<file path="src/rtl/pong_pkg.sv">
// Shared Pong definitions: screen geometry, field widths, the score
// drawer's state type and binary-to-BCD helpers for 0..31 scores.
package pong_pkg;

  localparam int SCREEN_W    = 160;
  localparam int SCREEN_H    = 120;
  localparam int COLOUR_W    = 3;
  localparam int SCORE_W     = 5;
  localparam int DIGIT_W     = 3;
  localparam int DIGIT_H     = 5;
  localparam int DIGIT_PITCH = 4;
  localparam int GLYPH_BITS  = DIGIT_W * DIGIT_H;

  typedef enum logic [1:0] {
    SD_IDLE = 2'd0,
    SD_LOAD = 2'd1,
    SD_DRAW = 2'd2,
    SD_DONE = 2'd3
  } sd_state_t;

  // Tens digit of a 0..31 score.
  function automatic logic [1:0] bcd_tens(input logic [SCORE_W-1:0] s);
    logic [1:0] t;
    if (s >= 5'd30) begin
      t = 2'd3;
    end else if (s >= 5'd20) begin
      t = 2'd2;
    end else if (s >= 5'd10) begin
      t = 2'd1;
    end else begin
      t = 2'd0;
    end
    return t;
  endfunction

  // Ones digit of a 0..31 score. The result is always 0..9, so it is
  // enough to subtract 10*tens modulo 16 from the low nibble.
  function automatic logic [3:0] bcd_ones(input logic [SCORE_W-1:0] s);
    logic [3:0] sub;
    case (bcd_tens(s))
      2'd0:    sub = 4'd0;
      2'd1:    sub = 4'd10;
      2'd2:    sub = 4'd4;   // 20 mod 16
      2'd3:    sub = 4'd14;  // 30 mod 16
      default: sub = 4'd0;
    endcase
    return s[3:0] - sub;
  endfunction

endpackage

</file>
<file path="src/rtl/digit_font.sv">
// 3x5 decimal glyph ROM. Bit 14-(row*3+col) is the pixel, MSB = top-left.
// Codes 10..15 have no glyph and return all zeros.
module digit_font
  import pong_pkg::*;
(
  input  logic [3:0]            digit,
  output logic [GLYPH_BITS-1:0] glyph
);

  // Glyph lookup, rows listed top to bottom in groups of three bits.
  always_comb begin
    glyph = 15'b000_000_000_000_000;
    case (digit)
      4'd0:    glyph = 15'b111_101_101_101_111;
      4'd1:    glyph = 15'b010_110_010_010_111;
      4'd2:    glyph = 15'b111_001_111_100_111;
      4'd3:    glyph = 15'b111_001_111_001_111;
      4'd4:    glyph = 15'b101_101_111_001_001;
      4'd5:    glyph = 15'b111_100_111_001_111;
      4'd6:    glyph = 15'b111_100_111_101_111;
      4'd7:    glyph = 15'b111_001_001_001_001;
      4'd8:    glyph = 15'b111_101_111_101_111;
      4'd9:    glyph = 15'b111_101_111_001_111;
      default: glyph = 15'b000_000_000_000_000;
    endcase
  end

endmodule

</file>
<file path="src/rtl/score_drawer.sv">
// Draws both Pong scores as four 3x5 digit cells, one pixel per cycle,
// as a plot stream for vga_adapter. Every cell pixel is written so stale
// digits are erased; a zero tens digit is drawn entirely in background.
module score_drawer
  import pong_pkg::*;
#(
  parameter int                  LEFT_X    = 60,
  parameter int                  RIGHT_X   = 96,
  parameter int                  TOP_Y     = 2,
  parameter logic [COLOUR_W-1:0] FG_COLOUR = 3'b111,
  parameter logic [COLOUR_W-1:0] BG_COLOUR = 3'b000
) (
  input  logic                clock,
  input  logic                resetn,
  input  logic [SCORE_W-1:0]  left_score,
  input  logic [SCORE_W-1:0]  right_score,
  input  logic                start,
  output logic                busy,
  output logic                done,
  output logic [7:0]          x,
  output logic [6:0]          y,
  output logic [COLOUR_W-1:0] colour,
  output logic                plot
);

  localparam logic [7:0] ORG0  = 8'(LEFT_X);
  localparam logic [7:0] ORG1  = 8'(LEFT_X + DIGIT_PITCH);
  localparam logic [7:0] ORG2  = 8'(RIGHT_X);
  localparam logic [7:0] ORG3  = 8'(RIGHT_X + DIGIT_PITCH);
  localparam logic [6:0] ORG_Y = 7'(TOP_Y);
  localparam logic [2:0] LAST_ROW = 3'(DIGIT_H - 1);
  localparam logic [1:0] LAST_COL = 2'(DIGIT_W - 1);

  sd_state_t state, state_next;

  logic [SCORE_W-1:0] left_lat, right_lat;
  logic               latch_en;

  logic [1:0] digit_cnt, digit_next;
  logic [2:0] row_cnt, row_next;
  logic [1:0] col_cnt, col_next;

  logic plot_next, done_next;

  // BCD split of the latched scores; settles during the LOAD cycle.
  logic [1:0] left_tens, right_tens;
  logic [3:0] left_ones, right_ones;
  assign left_tens  = bcd_tens(left_lat);
  assign left_ones  = bcd_ones(left_lat);
  assign right_tens = bcd_tens(right_lat);
  assign right_ones = bcd_ones(right_lat);

  logic [3:0]            cell_val;
  logic                  cell_blank;
  logic [7:0]            cell_org;
  logic [GLYPH_BITS-1:0] glyph;
  logic [3:0]            pix_idx;
  logic                  pix_lit;
  logic [7:0]            pix_x;
  logic [6:0]            pix_y;
  logic [COLOUR_W-1:0]   pix_colour;

  digit_font u_font (
    .digit (cell_val),
    .glyph (glyph)
  );

  // Select the digit value, blanking and origin for the pixel being issued.
  always_comb begin
    cell_val   = 4'd0;
    cell_blank = 1'b0;
    cell_org   = ORG0;
    case (digit_next)
      2'd0: begin
        cell_val   = {2'b00, left_tens};
        cell_blank = (left_tens == 2'd0);
        cell_org   = ORG0;
      end
      2'd1: begin
        cell_val   = left_ones;
        cell_blank = 1'b0;
        cell_org   = ORG1;
      end
      2'd2: begin
        cell_val   = {2'b00, right_tens};
        cell_blank = (right_tens == 2'd0);
        cell_org   = ORG2;
      end
      2'd3: begin
        cell_val   = right_ones;
        cell_blank = 1'b0;
        cell_org   = ORG3;
      end
      default: begin
        cell_val   = 4'd0;
        cell_blank = 1'b1;
        cell_org   = ORG0;
      end
    endcase
  end

  // Pixel position and colour for the next counter position.
  always_comb begin
    pix_idx    = ({1'b0, row_next} * 4'd3) + {2'b00, col_next};
    pix_lit    = glyph[4'd14 - pix_idx] & ~cell_blank;
    pix_x      = cell_org + {6'd0, col_next};
    pix_y      = ORG_Y + {4'd0, row_next};
    pix_colour = pix_lit ? FG_COLOUR : BG_COLOUR;
  end

  // Next state, scan counter advance and plot/done strobes.
  always_comb begin
    state_next = state;
    digit_next = digit_cnt;
    row_next   = row_cnt;
    col_next   = col_cnt;
    plot_next  = 1'b0;
    done_next  = 1'b0;
    latch_en   = 1'b0;
    case (state)
      SD_IDLE: begin
        digit_next = 2'd0;
        row_next   = 3'd0;
        col_next   = 2'd0;
        if (start) begin
          latch_en   = 1'b1;
          state_next = SD_LOAD;
        end else begin
          state_next = SD_IDLE;
        end
      end
      SD_LOAD: begin
        // First pixel is issued from cleared counters at the end of LOAD.
        digit_next = 2'd0;
        row_next   = 3'd0;
        col_next   = 2'd0;
        plot_next  = 1'b1;
        state_next = SD_DRAW;
      end
      SD_DRAW: begin
        if ((digit_cnt == 2'd3) && (row_cnt == LAST_ROW) && (col_cnt == LAST_COL)) begin
          done_next  = 1'b1;
          state_next = SD_DONE;
        end else begin
          plot_next = 1'b1;
          if (col_cnt != LAST_COL) begin
            col_next = col_cnt + 2'd1;
          end else if (row_cnt != LAST_ROW) begin
            col_next = 2'd0;
            row_next = row_cnt + 3'd1;
          end else begin
            col_next   = 2'd0;
            row_next   = 3'd0;
            digit_next = digit_cnt + 2'd1;
          end
        end
      end
      SD_DONE: begin
        state_next = SD_IDLE;
      end
      default: begin
        state_next = SD_IDLE;
      end
    endcase
  end

  // State, counters and registered outputs.
  always_ff @(posedge clock or negedge resetn) begin
    if (!resetn) begin
      state     <= SD_IDLE;
      digit_cnt <= 2'd0;
      row_cnt   <= 3'd0;
      col_cnt   <= 2'd0;
      busy      <= 1'b0;
      done      <= 1'b0;
      plot      <= 1'b0;
      x         <= 8'd0;
      y         <= 7'd0;
      colour    <= BG_COLOUR;
    end else begin
      state     <= state_next;
      digit_cnt <= digit_next;
      row_cnt   <= row_next;
      col_cnt   <= col_next;
      busy      <= (state_next != SD_IDLE);
      done      <= done_next;
      plot      <= plot_next;
      if (plot_next) begin
        x      <= pix_x;
        y      <= pix_y;
        colour <= pix_colour;
      end
    end
  end

  // Score capture on an accepted start; held for the whole pass.
  always_ff @(posedge clock or negedge resetn) begin
    if (!resetn) begin
      left_lat  <= 5'd0;
      right_lat <= 5'd0;
    end else if (latch_en) begin
      left_lat  <= left_score;
      right_lat <= right_score;
    end
  end

endmodule
</file>
<file path="config.mk">
export PLATFORM = sky130hd
export DESIGN_NAME = score_drawer
export DESIGN_NICKNAME = d
export VERILOG_FILES = /design/src/rtl/pong_pkg.sv /design/src/rtl/digit_font.sv /design/src/rtl/score_drawer.sv
export SDC_FILE = /design/constraint.sdc
export NUM_CORES = 1
export LEC_CHECK = 0
export BUFFER_PORTS_ARGS = -buffer_cell sky130_fd_sc_hd__clkbuf_2
export CAP_MARGIN = 25
export CELL_PAD_IN_SITES_DETAIL_PLACEMENT = 1
export CELL_PAD_IN_SITES_GLOBAL_PLACEMENT = 2
export CORE_MARGIN = 3
export CORE_UTILIZATION = 33
export DETAILED_ROUTE_END_ITERATION = 12
export HOLD_SLACK_MARGIN = 0.06
export PLACE_DENSITY_LB_ADDON = 0.1
export SLEW_MARGIN = 20
export SYNTH_ARGS = -nofsm -noshare
export SYNTH_HDL_FRONTEND = slang
export SYNTH_SLANG_ARGS = --single-unit
</file>
<file path="constraint.sdc">
create_clock -name clock -period 3.56 [get_ports clock]
set_input_delay 0.712 -clock clock [delete_from_list [all_inputs] [get_ports clock]]
set_output_delay 0.712 -clock clock [all_outputs]
set_load 0.01 [all_outputs]
</file>
Word-level counts from Yosys, hierarchy flattened
Memories as Yosys holds them, arrays and structs flattened.
Cells that the tools add are included.
{ "totals": {"reg_bits": 40, "latch_bits": 0, "mem_bits_rw": 0, "romBits": 240, "in_bits": 13, "elab_cells": 92, "n_memories": 1} }
{ "classes": {"n_addsub": 9, "n_mul": 1, "div_mod_pow": 0, "magnitude_cmp": 7, "n_eq_ne": 17, "shift": 0, "muxes": 34, "bitwise_logic": 2, "n_reduce_logical": 9} }
{ "mem_list": {"columns": ["name", "words", "width", "read_ports", "rd_clocked_by_memory_dff", "write_ports", "line_no", "source"], "rows": [
  ["(no name shown)", 16, 15, 1, 0, 0, "digit_font.sv:13", "case (digit)"]
]} }
{ "op_table": {"columns": ["op", "n"], "rows": [
  ["case mux 4 bit (4 select lines)", 3],
  ["case mux 8 bit (4 select lines)", 1],
  ["== test 2 bit, second input constant", 10],
  [">= comparator 5 bit, second input constant", 4],
  ["two-way mux 2 bit", 10],
  ["two-way mux 3 bit", 4],
  [">= comparator 5 x 4 -> 1 bit, second input constant", 2],
  ["two-way mux 1 bit", 9],
  ["adder 8 x 2 -> 8 bit", 1],
  ["== test 2 x 1 -> 1 bit, second input constant", 4],
  ["zero test 2 bit", 4],
  ["case mux 2 bit (2 select lines)", 2],
  ["case mux 2 bit (4 select lines)", 1],
  ["subtractor 4 bit", 2],
  ["case mux 3 bit (2 select lines)", 1],
  ["less-than comparator 4 x 5 -> 1 bit, second input constant", 1],
  ["adder 2 x 1 -> 2 bit, second input constant", 2],
  ["adder 2 x 3 -> 4 bit, first input constant", 1],
  ["adder 4 x 2 -> 4 bit", 1],
  ["binary-select mux 1 bit (select 4 bit)", 1],
  ["multiplier 3 x 2 -> 4 bit, second input constant", 1],
  ["OR reduction 2 bit", 2],
  ["subtractor 4 bit, first input constant", 1],
  ["adder 3 x 1 -> 3 bit, second input constant", 1],
  ["other kinds (9)", 10]
]} }

Depth between registers and ports, before layout
An unclocked memory read counts as a cell.
{ "logic_depth": {"ltp_word": 13, "depth_mapped": 21, "depth_no_buf": 20} }

Modules after synthesis
A second synthesis with hierarchy kept.
{ "hier_totals": {"cells_unflattened": 240, "hier_area_um2": 2437.3} }
{ "modules_own_cells": {"columns": ["module", "n_inst", "cells_per_inst", "area_each_um2", "seq_area_each_um2"], "rows": [
  ["score_drawer", 1, 206, 2173.3, 825.8],
  ["digit_font", 1, 34, 264.0, 0.0]
]} }

Least setup slack after synthesis
Ideal clock, no wire load.
{ "synth_timing": {"path_type": "register to register", "from": "register row_cnt[0]", "to": "register colour[1]", "setup_time_ps": 135, "arrival_time_ps": 3648, "path_slack_ps": -223, "path_stages_with_launch": 16, "n_path_buf": 0, "cell_sequence": "dfrtp_1 > inv_1 > ha_1 > nand2_1 > or3_1 > o31ai_1 > ha_1 > or2b_1 > o2111a_1 > or2_2 > inv_1 > ha_1 > or3_1 > nand3_1 > nor4bb_1 > o211ai_1"} }
{ "synth_via": {"elab_chain_len": 12, "elab_cells_between_ends": 33} }
{ "synth_rtl": {"columns": ["item", "line_no", "source"], "rows": [
  ["start, declared", "score_drawer.sv:40", "logic [2:0] row_cnt, row_next;"],
  ["start signal, assigned", "score_drawer.sv:183", "row_cnt <= row_next;"],
  ["inequality test 3 bit / == test 3 bit (equally long branches)", "score_drawer.sv:148, score_drawer.sv:141", null],
  ["two-way mux 2 bit / logical AND 1 bit (equally long branches)", "score_drawer.sv:148, score_drawer.sv:141", null],
  ["two-way mux 2 bit / logical AND 1 bit (equally long branches)", "score_drawer.sv:146, score_drawer.sv:141", null],
  ["two-way mux 2 bit *", "score_drawer.sv:141", "if ((digit_cnt == 2'd3) && (row_cnt == LAST_ROW) && (col_cnt == LAST_COL)) begin"],
  ["case mux 2 bit (2 select lines) *", "score_drawer.sv:120", "case (state)"],
  ["named net digit_next[0]", "score_drawer.sv:39", "logic [1:0] digit_cnt, digit_next;"],
  ["== test 2 bit, or another cell as far along", "score_drawer.sv:73", "case (digit_next)"],
  ["case mux 4 bit (4 select lines)", "score_drawer.sv:73", null],
  ["memory (16 x 15 bit)", null, null],
  ["binary-select mux 1 bit (select 4 bit)", "score_drawer.sv:105", "pix_lit = glyph[4'd14 - pix_idx] & ~cell_blank;"],
  ["two-way mux 1 bit (implied by the code)", "score_drawer.sv:105", null],
  ["AND 1 bit *", "score_drawer.sv:105", null],
  ["two-way mux 3 bit *", "score_drawer.sv:108", "pix_colour = pix_lit ? FG_COLOUR : BG_COLOUR;"],
  ["end signal, assigned", "score_drawer.sv:191", "colour <= pix_colour;"],
  ["end, declared", "score_drawer.sv:22", "output logic [COLOUR_W-1:0] colour,"]
]} }
The timed path passes the listed nets; every way through them passes the cells marked *. The select of a mux whose other input is x is not followed.
A chain may end at the register's enable or synchronous reset.

Final worst setup path
{ "layout_timing": {"from": "register row_cnt[1]", "to": "register colour[1]"} }
{ "layout_via": {"elab_chain_len": 12, "elab_cells_between_ends": 33} }
{ "layout_rtl": {"columns": ["item", "line_no", "source"], "rows": [
  ["adder 3 x 1 -> 3 bit, or another cell as far along", "score_drawer.sv:150", "row_next = row_cnt + 3'd1;"],
  ["two-way mux 3 bit, or another cell as far along", "score_drawer.sv:148", "end else if (row_cnt != LAST_ROW) begin"],
  ["two-way mux 3 bit, or another cell as far along", "score_drawer.sv:146", "if (col_cnt != LAST_COL) begin"],
  ["two-way mux 3 bit / two-way mux 2 bit (equally long branches)", "score_drawer.sv:141", null],
  ["case mux 3 bit (2 select lines) / case mux 2 bit (2 select lines) (equally long branches)", "score_drawer.sv:120", null],
  ["multiplier 3 x 2 -> 4 bit, or another cell as far along", "score_drawer.sv:104", "pix_idx = ({1'b0, row_next} * 4'd3) + {2'b00, col_next};"],
  ["adder 4 x 2 -> 4 bit / case mux 4 bit (4 select lines) (equally long branches)", "score_drawer.sv:104, score_drawer.sv:73", null],
  ["subtractor 4 bit / memory (16 x 15 bit) (equally long branches)", null, null],
  ["binary-select mux 1 bit (select 4 bit)", "score_drawer.sv:105", null],
  ["two-way mux 1 bit (implied by the code)", "score_drawer.sv:105", null],
  ["AND 1 bit", "score_drawer.sv:105", null],
  ["two-way mux 3 bit", "score_drawer.sv:108", null]
]} }
Parallel ways exist; a longest one is shown, timed or not. The select of a mux whose other input is x is not followed.

==> metrics <==
row cnt 30; Worst setup SP type flip-flop; I/O Buffers 29; leakage 1.55 nW; number of global-route vias before repair 2168; I/O pin total 34; Crit Path Max Fanout 4; clock skew 0.00675 ns; final hold violations 0; Min-Delay Path Depth 1; most frequent cells after synthesis dfrtp_1, inv_1, ha_1; Synth Area in XOR/XNOR 0.0143; fin crit share 0.995; crit end category flip-flop; main combinational cell family by area after synthesis compound AO/OA/AOI/OAI gates; ys flop type dfrtp_1; Clock transition at path regs 0.08 ns; die width 92.2 um; synthesis warning total 0; reg2reg start row_cnt[1]; total power 0.000675 W; Final setup violation count 0; hold crit path type reg2reg; root buffer cell clkbuf_8; Seq pwr share 0.555; vias per cell 4.84; chip height 92.2 um; Max Clock Freq 0.282 GHz; critical path class reg2reg; first-pass GRT wire length 10600 um; Combinational Power Share 0.023; worst slew pin tran 0.850 ns; Skew-Pair Late Insertion Delay 0.29 ns; Placeable Area 0.00698 sq mm; mux share of post-synthesis cell area 0.100; gp weighted congestion 0.874; CTS tree done; DP HPWL 4860 um; initial antenna violation count 0; diode count 0; adder-cell share of the synthesized area 0.155; Post-layout nets 364; Clock Path Buffers 2; vias 2033; drt drc 0; HP Start x[6]; WP data required 3.71 ns; Min-Delay Endpoint x[6]; Arr. time, crit path 3.70 ns; layout cells sized above 1 0.460; Pwr Density 206 mW/mm^2; hold buffer count at cts 0; wire per inst 15.6 um; RSZ-0062 raised after global routing yes; top post-synthesis cells by area dfrtp_1, ha_1, mux2_2; syn_area_per_cell 9.77 sq um; simple-gate share of the synthesized area 0.159; asr flop ratio synth 1.00; synthesized flop and latch total 33; Worst Reg2Reg Path Length in Cells 17; clock power share 0.422; Detailed Route WL 6550 um; status finished, final reports clean; First-pass DRT Iterations 4; Sw Ratio 0.238; Sink Count 33; DR iter-0 viols 43; post-route minimum period 3.54 ns; Internal Power 0.000514 W; Mapped Area 0.00245 sq mm; Max Cap Violations 0; Slew Viols, Final 0; final core occ 0.470; max_slew headroom 0.434; Final ANT Viol Nets 0; reg-to-reg endpoint colour[1]; Post-Syn Instances 251; H-tree Lvls 2; top-count cell post-synth dfrtp_1; area grow syn2layout 33.8%; total grt overflow 0; initial core utilization 0.351; most area-hungry cell type in the Yosys netlist dfrtp_1; Peak supply drop 0.135 mV; register area share after synthesis 0.337; Synth Area in Compound Gates 0.162; number of buffers created by CTS 5; FF-to-FF setup slack 0.02 ns; top-area cell type share of the netlist area 0.337; largest net degree at the start of global routing 34; Hold WS 0.508 ns; GRT Total Usage 0.157; distinct cell type count after synthesis 50; Sw Pwr 0.000161 W; number of enable flip-flop cells after synthesis 0; die area 0.00850 sq mm
[worst max path at each step]
stage / slack [ns] / endpoint / cells after the start / from
3_5_place_dp: -0.27 / colour[1] / 14 / state[0]
6_report: 0.02 / colour[1] / 17 / row_cnt[1]
2_1_floorplan: 0.05 / colour[1] / 20 / row_cnt[0]
3_3_place_gp: -0.20 / colour[1] / 14 / state[0]
5_1_grt: -0.15 / colour[1] / 19 / row_cnt[1]
4_1_cts: -0.08 / colour[1] / 18 / row_cnt[1]
[cells in the final DEF, fill, tap and decap left out, drive strengths merged, types with 5 or more instances in the layout]
master  instances
nand3           7
nor2           13
nor2b           7
clkbuf         34
buf            45
dfrtp          33
inv            27
o31ai           5
mux2           20
ha             24
a21oi           5
o21ai          11
nand2          20
[kinds of logic (layout without fill, tap and decap cells)]
| group | count (synthesis) | count (layout) |
|---|---|---|
| AND/OR/NAND/NOR | 74 | 74 |
| AO/OA/AOI/OAI | 50 | 50 |
| buffers and inverters | 39 | 109 |
| flip-flops | 33 | 33 |
| adder cells (fa/ha/maj) | 28 | 28 |
| multiplexers | 22 | 22 |
| XOR/XNOR | 4 | 4 |
| other | 1 | 4 |
[through the flow]
step | setup TNS, ns | instances | setup WS, ns | area (sq um)
detailed placement | -0.275 | 407 | -0.275 | 3010
CTS | -0.0790 | 418 | -0.0790 | 3170
floorplan | 0 | 254 | 0.0469 | 2520
finish | 0 | 420 | 0.0183 | 3280
global route | -0.150 | 420 | -0.150 | 3280
global placement | -0.204 | 407 | -0.204 | 3010
[critical path, cell delays in order (launching register included)]
cell	delay, ns
dfrtp_1	0.38
inv_2	0.07
ha_4	0.16
and3_2	0.24
buf_4	0.16
nor3_1	0.20
o32ai_2	0.14
fa_1	0.49
inv_1	0.05
ha_1	0.28
nor2b_1	0.16
o21ai_2	0.08
nor3b_4	0.16
buf_4	0.14
nor4_1	0.25
a21bo_2	0.26
o311ai_2	0.07
o211ai_1	0.11
[state kept, by name (all words and copies together), names as in the netlist]
register / flops
x: 6
left_lat: 5
right_lat: 5
y: 4
row_cnt: 3
col_cnt: 2
digit_cnt: 2
state: 2
busy: 1
colour: 1
done: 1
plot: 1
[power groups by stage]
stage | sequential (W) | combinational [W] | clock [W]
finish | 0.000375 | 0.0000155 | 0.000285
detailed placement | 0.000382 | 0.0000166 | 0
global placement | 0.000382 | 0.0000166 | 0
CTS | 0.000374 | 0.0000166 | 0.000303
floorplan | 0.000382 | 0.00000523 | 0
global route | 0.000374 | 0.0000182 | 0.000314
[final cells by class]
cell class,instances,area [sq um]
clock buffer,5,68.8
inverter,27,101
tap,96,120
clock inverter,3,17.5
multi-input combinational,182,1660
fill,821,3700
sequential,33,826
timing repair buffer,74,490
[layer usage]
layer | vias to the layer above | share of wire | track usage
li1 | 1007 | - | -
met1 | 972 | 0.46 | 0.198
met2 | 41 | 0.49 | 0.262
met3 | 13 | 0.042 | 0.0369
met4 | 0 | 0.016 | 0.0520
met5 | - | 0 | 0
[timing repair]
item | CTS | global route
endpoints found under the hold margin | 0 | 0
pin swaps | 7 | 7
gates cloned | 0 | 0
endpoints found under the setup margin | 1 | 1
gates resized for setup | 17 | 21
buffers inserted | 3 | 2
Note: power is estimated with default switching activity, not from simulation.
